### src/rtl/conv_tile_scheduler.sv
// Tile sequencer for the convolution accelerator.
// Walks the rc/n/m tile loop nest and hands each tile to the load, conv and store engines in turn.
module conv_tile_scheduler #(
    parameter int CW = 8
) (
    input  logic          clk,
    input  logic          rst,
    input  logic          sched_start,
    output logic          sched_done,
    output logic          sched_busy,
    input  logic [CW-1:0] cfg_m_tiles,
    input  logic [CW-1:0] cfg_n_tiles,
    input  logic [CW-1:0] cfg_rc_tiles,
    output logic          load_start,
    input  logic          load_done,
    output logic          conv_start,
    input  logic          conv_done,
    output logic          acc_first,
    output logic          store_start,
    input  logic          store_done,
    output logic [CW-1:0] tile_m,
    output logic [CW-1:0] tile_n,
    output logic [CW-1:0] tile_rc
);

    typedef enum logic [2:0] {
        S_IDLE,
        S_LOAD,
        S_LOAD_WAIT,
        S_CONV,
        S_CONV_WAIT,
        S_STORE,
        S_STORE_WAIT,
        S_DONE
    } state_t;

    state_t        state;
    logic [CW-1:0] cfg_m;
    logic [CW-1:0] cfg_n;
    logic [CW-1:0] cfg_rc;
    logic [CW-1:0] m_last;
    logic [CW-1:0] n_last;
    logic [CW-1:0] rc_last;
    logic          cfg_has_zero;

    // Loop bounds compare against count-1 so an all-ones count never needs a wider counter.
    assign m_last       = cfg_m  - CW'(1);
    assign n_last       = cfg_n  - CW'(1);
    assign rc_last      = cfg_rc - CW'(1);
    assign cfg_has_zero = (cfg_m_tiles == '0) || (cfg_n_tiles == '0) || (cfg_rc_tiles == '0);

    // NOTE: reset is synchronous and active-low; every register here is state, so all use <=.
    always_ff @(posedge clk) begin
        if (!rst) begin
            state   <= S_IDLE;
            cfg_m   <= '0;
            cfg_n   <= '0;
            cfg_rc  <= '0;
            tile_m  <= '0;
            tile_n  <= '0;
            tile_rc <= '0;
        end else begin
            case (state)
                S_IDLE: begin
                    if (sched_start) begin
                        cfg_m   <= cfg_m_tiles;
                        cfg_n   <= cfg_n_tiles;
                        cfg_rc  <= cfg_rc_tiles;
                        tile_m  <= '0;
                        tile_n  <= '0;
                        tile_rc <= '0;
                        state   <= cfg_has_zero ? S_DONE : S_LOAD;
                    end
                end
                S_LOAD: state <= S_LOAD_WAIT;
                S_LOAD_WAIT: begin
                    if (load_done) state <= S_CONV;
                end
                S_CONV: state <= S_CONV_WAIT;
                S_CONV_WAIT: begin
                    if (conv_done) begin
                        if (tile_m < m_last) begin
                            tile_m <= tile_m + CW'(1);
                            state  <= S_LOAD;
                        end else begin
                            state  <= S_STORE;
                        end
                    end
                end
                S_STORE: state <= S_STORE_WAIT;
                S_STORE_WAIT: begin
                    if (store_done) begin
                        tile_m <= '0;
                        if (tile_n < n_last) begin
                            tile_n <= tile_n + CW'(1);
                            state  <= S_LOAD;
                        end else if (tile_rc < rc_last) begin
                            tile_n  <= '0;
                            tile_rc <= tile_rc + CW'(1);
                            state   <= S_LOAD;
                        end else begin
                            state <= S_DONE;
                        end
                    end
                end
                S_DONE:  state <= S_IDLE;
                default: state <= S_IDLE;
            endcase
        end
    end

    // Strobes decode straight from the state register, so each lasts exactly one cycle.
    assign load_start  = (state == S_LOAD);
    assign conv_start  = (state == S_CONV);
    assign store_start = (state == S_STORE);
    assign sched_done  = (state == S_DONE);
    assign sched_busy  = (state != S_IDLE);
    assign acc_first   = ((state == S_CONV) || (state == S_CONV_WAIT)) && (tile_m == '0);

endmodule

### config.mk
export PLATFORM = sky130hd
export DESIGN_NAME = conv_tile_scheduler
export DESIGN_NICKNAME = d
export VERILOG_FILES = /design/src/rtl/conv_tile_scheduler.sv
export SDC_FILE = /design/constraint.sdc
export NUM_CORES = 1
export LEC_CHECK = 0
export ABC_AREA = 1
export CAP_MARGIN = 20
export CORE_ASPECT_RATIO = 1.5
export CORE_MARGIN = 3
export CORE_UTILIZATION = 52
export DETAILED_ROUTE_END_ITERATION = 6
export PLACE_DENSITY = 0.9
export REMOVE_ABC_BUFFERS = 1
export SLEW_MARGIN = 10
export SYNTH_ARGS = -nofsm -noshare
export SYNTH_HDL_FRONTEND = slang
export SYNTH_SLANG_ARGS = --single-unit
### constraint.sdc
create_clock -name clk -period 2.8 [get_ports clk]
set_input_delay 0.84 -clock clk [delete_from_list [all_inputs] [get_ports clk]]
set_output_delay 0.84 -clock clk [all_outputs]
set_load 0.02 [all_outputs]
# Yosys cells after proc, flatten, opt, wreduce, memory -nomap -nowiden
# Cells that the tools add are included.
dict set report op_classes {
  magnitude_cmp 3
  muxes 22
  n_eq_ne 15
  reduce_logical 17
  add_sub_neg 6
}
# op n
set op_table {}
lappend op_table {{8-bit two-way mux} 10}
lappend op_table {{8-bit zero test} 4}
lappend op_table {{8-bit one-hot mux with 2 select lines} 2}
lappend op_table {{8-bit by 1-bit adder with 8-bit output (second input constant)} 3}
lappend op_table {{8-bit less-than comparator} 3}
lappend op_table {{3-bit two-way mux} 8}
lappend op_table {{3-bit one-hot mux with 8 select lines} 1}
lappend op_table {{8-bit one-hot mux with 3 select lines} 1}
lappend op_table {{8-bit by 1-bit subtractor with 8-bit output (second input constant)} 3}
lappend op_table {{2-bit != test (second input constant)} 7}
lappend op_table {{3-bit == test (second input constant)} 4}
lappend op_table {{5-bit AND reduction} 2}
lappend op_table {{4-bit AND reduction} 2}
lappend op_table {{3-bit by 2-bit == test with 1-bit output (second input constant)} 2}
lappend op_table {{3-bit nonzero test} 2}
lappend op_table {{3-bit by 1-bit == test with 1-bit output (second input constant)} 1}
lappend op_table {{3-bit zero test} 1}
lappend op_table {{1-bit logical OR} 3}
lappend op_table {{3-bit != test (second input constant)} 1}
lappend op_table {{2-bit AND reduction} 1}
lappend op_table {{2-bit nonzero test} 1}
lappend op_table {{1-bit logical AND} 1}
dict set report totals {
  ff_bits 51
  elab_cells 70
}

# Depth between registers and ports, before layout
dict set report logic_depth {
  depth_word 6
  depth_mapped 17
  mapped_depth_nobuf 17
}

# Worst setup path before layout
# Ideal clock, no wire load.
dict set report synth_path {
  kind {register to output}
  from {register state[0]}
  to {output port acc_first}
  stages_incl_launch_ff 5
  setup_slack_ns 0.496
  n_path_buf 0
  t_arrival_ns 1.464
  cell_sequence {dfxtp_1 inv_2 nor3_1 inv_1 a21oi_1}
}
dict set report synth_via {
  elab_chain_len 3
  word_cells_on_any_way 4
  classes_between {2 x eq/ne; 2 x reduce/logical}
}
# element line_no
set synth_lines {}
lappend synth_lines {{start: declaration} 37} ;# state_t state;
lappend synth_lines {{start signal: assignment} 72} ;# state <= cfg_has_zero ? S_DONE : S_LOAD;
lappend synth_lines {{3-bit by 2-bit == test with 1-bit output} n/a}
lappend synth_lines {{net conv_start} 16} ;# output logic conv_start,
lappend synth_lines {{1-bit logical OR} 118} ;# assign acc_first = ((state == S_CONV) || (state == S_CONV_WAIT)) && (tile_m == '0);
lappend synth_lines {{1-bit logical AND} 118}
lappend synth_lines {{end: declaration} 18} ;# output logic acc_first,
# The timed path passes the listed nets, and every way through them passes these cells.

# Worst setup path after layout
dict set report layout_path {
  from {register state[2]}
  to {output port store_start}
}
dict set report layout_via {
  elab_chain_len 1
}
# element line_no
set layout_lines {}
lappend layout_lines {{3-bit == test} 115} ;# assign store_start = (state == S_STORE);
lappend layout_lines {{end: declaration} 19} ;# output logic store_start,
# Every way passes these cells.

==> impl_metrics.yaml <==
setup_path:
  critical_path.max_fanout: 5
  path_cells: "inv_2 -> nor2_1 -> clkdlybuf4s50_1"
  cp_slowest_stage_delay_ps: 640
  rr_worst_depth: 14
  path_class: "flop to primary output"
  r2r-end: "tile_n[3]"
  rrSetupSlack_ps: 290
  arrival_ps: 1700
  reg2reg_from: "cfg_n[0]"
  cpMaxStageDelayCell: "clkdlybuf4s50_1"
  end_kind: "primary output"
  cpLargestDelayFamily: "buffers and inverters"
  critPathRequiredTime_ps: 1960
  path_buf_inv: 2
  setup.worst_path.start_class: "flop"
final_layout:
  n_fill_cell: 495
  multi_input_area_um2: 2060
  drive_above_1_share_pct: 4.96
  final_util_pct: 66.4
  area_delta_synth_final_pct: 23.3
  regArea_um2: 1020
  final_nets: 602
  antenna_cells: 0
sta:
  slew_viol_final: 0
  final_hold_viol_count: 0
  fin_hold_ws_ps: 479
  finalSetupViolations: 0
  rsz0062_at_grt: "no"
  tns_ps: 0
  max_freq_mhz: 394
  tightest_slew_ps: 858
  fin_crit_ps: 2540
  period_share_pct: 90.7
  skew_ps: 7.24
  slew_headroom_pct: 42.7
route:
  routed_wl_mm: 8.45
  drc: 0
  first_pass_iters: 4
  viasPerCell: 5.50
  wl_per_cell_um: 13.7
  vias: 3399
  ant_nets: 0
  drt_iter0_markers: 115
min_path:
  worstHoldPathType: "flop to flop"
  hold_depth: 2
  min_from: "cfg_rc[7]"
  min_to: "cfg_rc[7]"
yosys:
  synth_top_cell_area_share_pct: 30.7
  ys_ff_latch: 51
  ys_seq_area_share_pct: 30.7
  yosysUniqueCellTypes: 29
  synthCells: 485
  avgSynthCellArea_um2: 6.86
  yosys_warnings: 0
  yosysTopAreaCell: "dfxtp_1"
  ys_top_cells_by_area: "dfxtp_1 31%, nand2_1 12%, ha_1 11%, nor2_1 7.4%, a21oi_1 7.4%"
  synth.cell_area_um2: 3330
power_and_ir_drop:
  power_density_nw_per_um2: 900
  p_int_mw: 1.97
  pwr-share-comb_pct: 57.1
  total_power_mw: 3.69
  swShare_pct: 46.6
  irDropWorstVdd_mv: 0.435
  sequentialPowerShare_pct: 29.4
  p_switching_mw: 1.72
  pwr-share-clk_pct: 13.5
  leakage_nw: 1.80
clock_tree:
  cts_tree: "built"
  cts_setup_buffers: 0
  postCtsResizedCells: 0
  hold_buffers: 0
  ctsHtreeMaxLevel: 2
  clkSinkCount: 51
  cts_made_buffers: 5
  clk_pin_slew_ps: 90
  root_buffer: "clkbuf_8"
  clk_path_buf_depth: 2
  clk_latency_ps: 310
die:
  fp.dieW_um: 71.3
  die_h_um: 104
  core_area_um2: 6170
  io_pins: 60
  dieArea_um2: 7410
  start_util_pct: 53.9
  fp-row-count: 35
run:
  cap_violations: 0
global_routing:
  antenna_found_initial: 0
  grt_max_degree: 44
  grt_pass1_vias: 3264
  grt_util_all_layers_pct: 22.3
  grt_overflow: 0
  grt_pass1_wl_mm: 13.6
run_status:
  status: "finished, final reports clean"
place:
  numPortBuffers: 59
  dp_hpwl_mm: 6.50
  gp_congestion: 0.932
-- synthesized netlist by cell type --
| library cell | count |
|---|---|
| xor2_1 | 26 |
| dfxtp_1 | 51 |
| nand3_1 | 25 |
| o21a_1 | 3 |
| o21ai_2 | 1 |
| inv_2 | 6 |
| nand3b_1 | 2 |
| nor2_1 | 66 |
| clkbuf_1 | 9 |
| nor4_1 | 1 |
| nand2_2 | 4 |
| o21bai_1 | 2 |
| nand4_1 | 13 |
| a21oi_4 | 1 |
| nand2_1 | 102 |
| nand3_2 | 3 |
| inv_1 | 47 |
| ha_1 | 28 |
| buf_1 | 1 |
| nor3_1 | 11 |
| xnor2_1 | 6 |
| nand2_4 | 1 |
| clkinv_4 | 1 |
| o21ai_0 | 22 |
| a21boi_1 | 1 |
| nor3b_1 | 1 |
| a21oi_1 | 49 |
| o21ai_1 | 1 |
| nor2_4 | 1 |
-- power groups by stage --
stage	combinational (mW)	clock [mW]	sequential, mW
final	2.11	0.499	1.08
after detailed placement	2.09	0	1.09
after CTS	2.11	0.503	1.08
after global routing	2.39	0.522	1.11
after global placement	2.00	0	1.08
after floorplan	1.48	0	1.10
-- sequential cells by signal (all words and copies together), names as in the netlist --
signal / flops
cfg_m: 8
tile_n: 8
cfg_rc: 8
cfg_n: 8
tile_rc: 8
tile_m: 8
state: 3
-- layout by cell type (no fill, tap or decap), drive strengths merged --
cell	n
a21boi	1
a21oi	50
buf	3
bufinv	1
clkbuf	6
clkdlybuf4s50	58
clkinv	1
dfxtp	51
dlymetal6s2s	1
ha	28
inv	53
nand2	107
nand3	28
nand3b	2
nand4	13
nor2	67
nor3	11
nor3b	1
nor4	1
o21a	3
o21ai	24
o21bai	2
xnor2	6
xor2	26
-- how the worst max path moves through the flow --
| stage | startpoint | end | slack [ps] | depth (start not counted) |
|---|---|---|---|---|
| final | state[2] | store_start | 260 | 3 |
| after global routing | cfg_n[2] | tile_n[0] | 30 | 12 |
| after CTS | state[0] | acc_first | 10 | 4 |
| after detailed placement | sched_start | tile_m[1] | 340 | 10 |
| after global placement | sched_start | tile_m[6] | 370 | 9 |
| after floorplan | state[0] | acc_first | 500 | 4 |
-- worst min-delay path: stages, from the launching register on --
cell and delay [ps]:
dfxtp_1 310, inv_1 70, a21oi_1 60
-- cells by family (layout without fill, tap and decap cells) --
| logic type | after synthesis | count (layout) | synth area share [%] |
|---|---|---|---|
| AOI/OAI and AO/OA | 80 | 80 | 12.9 |
| DFF | 51 | 51 | 30.7 |
| and+or+nand+nor | 230 | 230 | 30.0 |
| adders and majority gates | 28 | 28 | 10.5 |
| xor gates and xnor gates | 32 | 32 | 8.43 |
| buffers and inverters | 64 | 123 | 7.37 |
-- through the flow --
step	setup WS (ps)	instance area (um^2)	cells
4_1_cts	14.8	4100	618
6_report	259	4100	618
2_1_floorplan	496	3290	475
5_1_grt	31.2	4100	618
3_3_place_gp	374	3990	611
3_5_place_dp	339	3990	611
-- layout make-up --
cell class | instances | share of cell area (%)
Multi-Input combinational cell | 370 | 50.2
Tap cell | 74 | 2.26
Sequential cell | 51 | 24.9
Clock buffer | 6 | 1.77
Timing Repair Buffer | 62 | 15.0
Clock inverter | 1 | 0.733
Inverter | 54 | 5.07
-- layer usage --
layer,global-route usage (%),wire length (um),vias to the layer above
met5,0,0,-
met4,11.8,337,0
met3,3.09,253,30
met2,43.7,4610,85
met1,21.3,3250,1585
li1,-,-,1699
No activity file was read; power rests on OpenSTA's default activity.
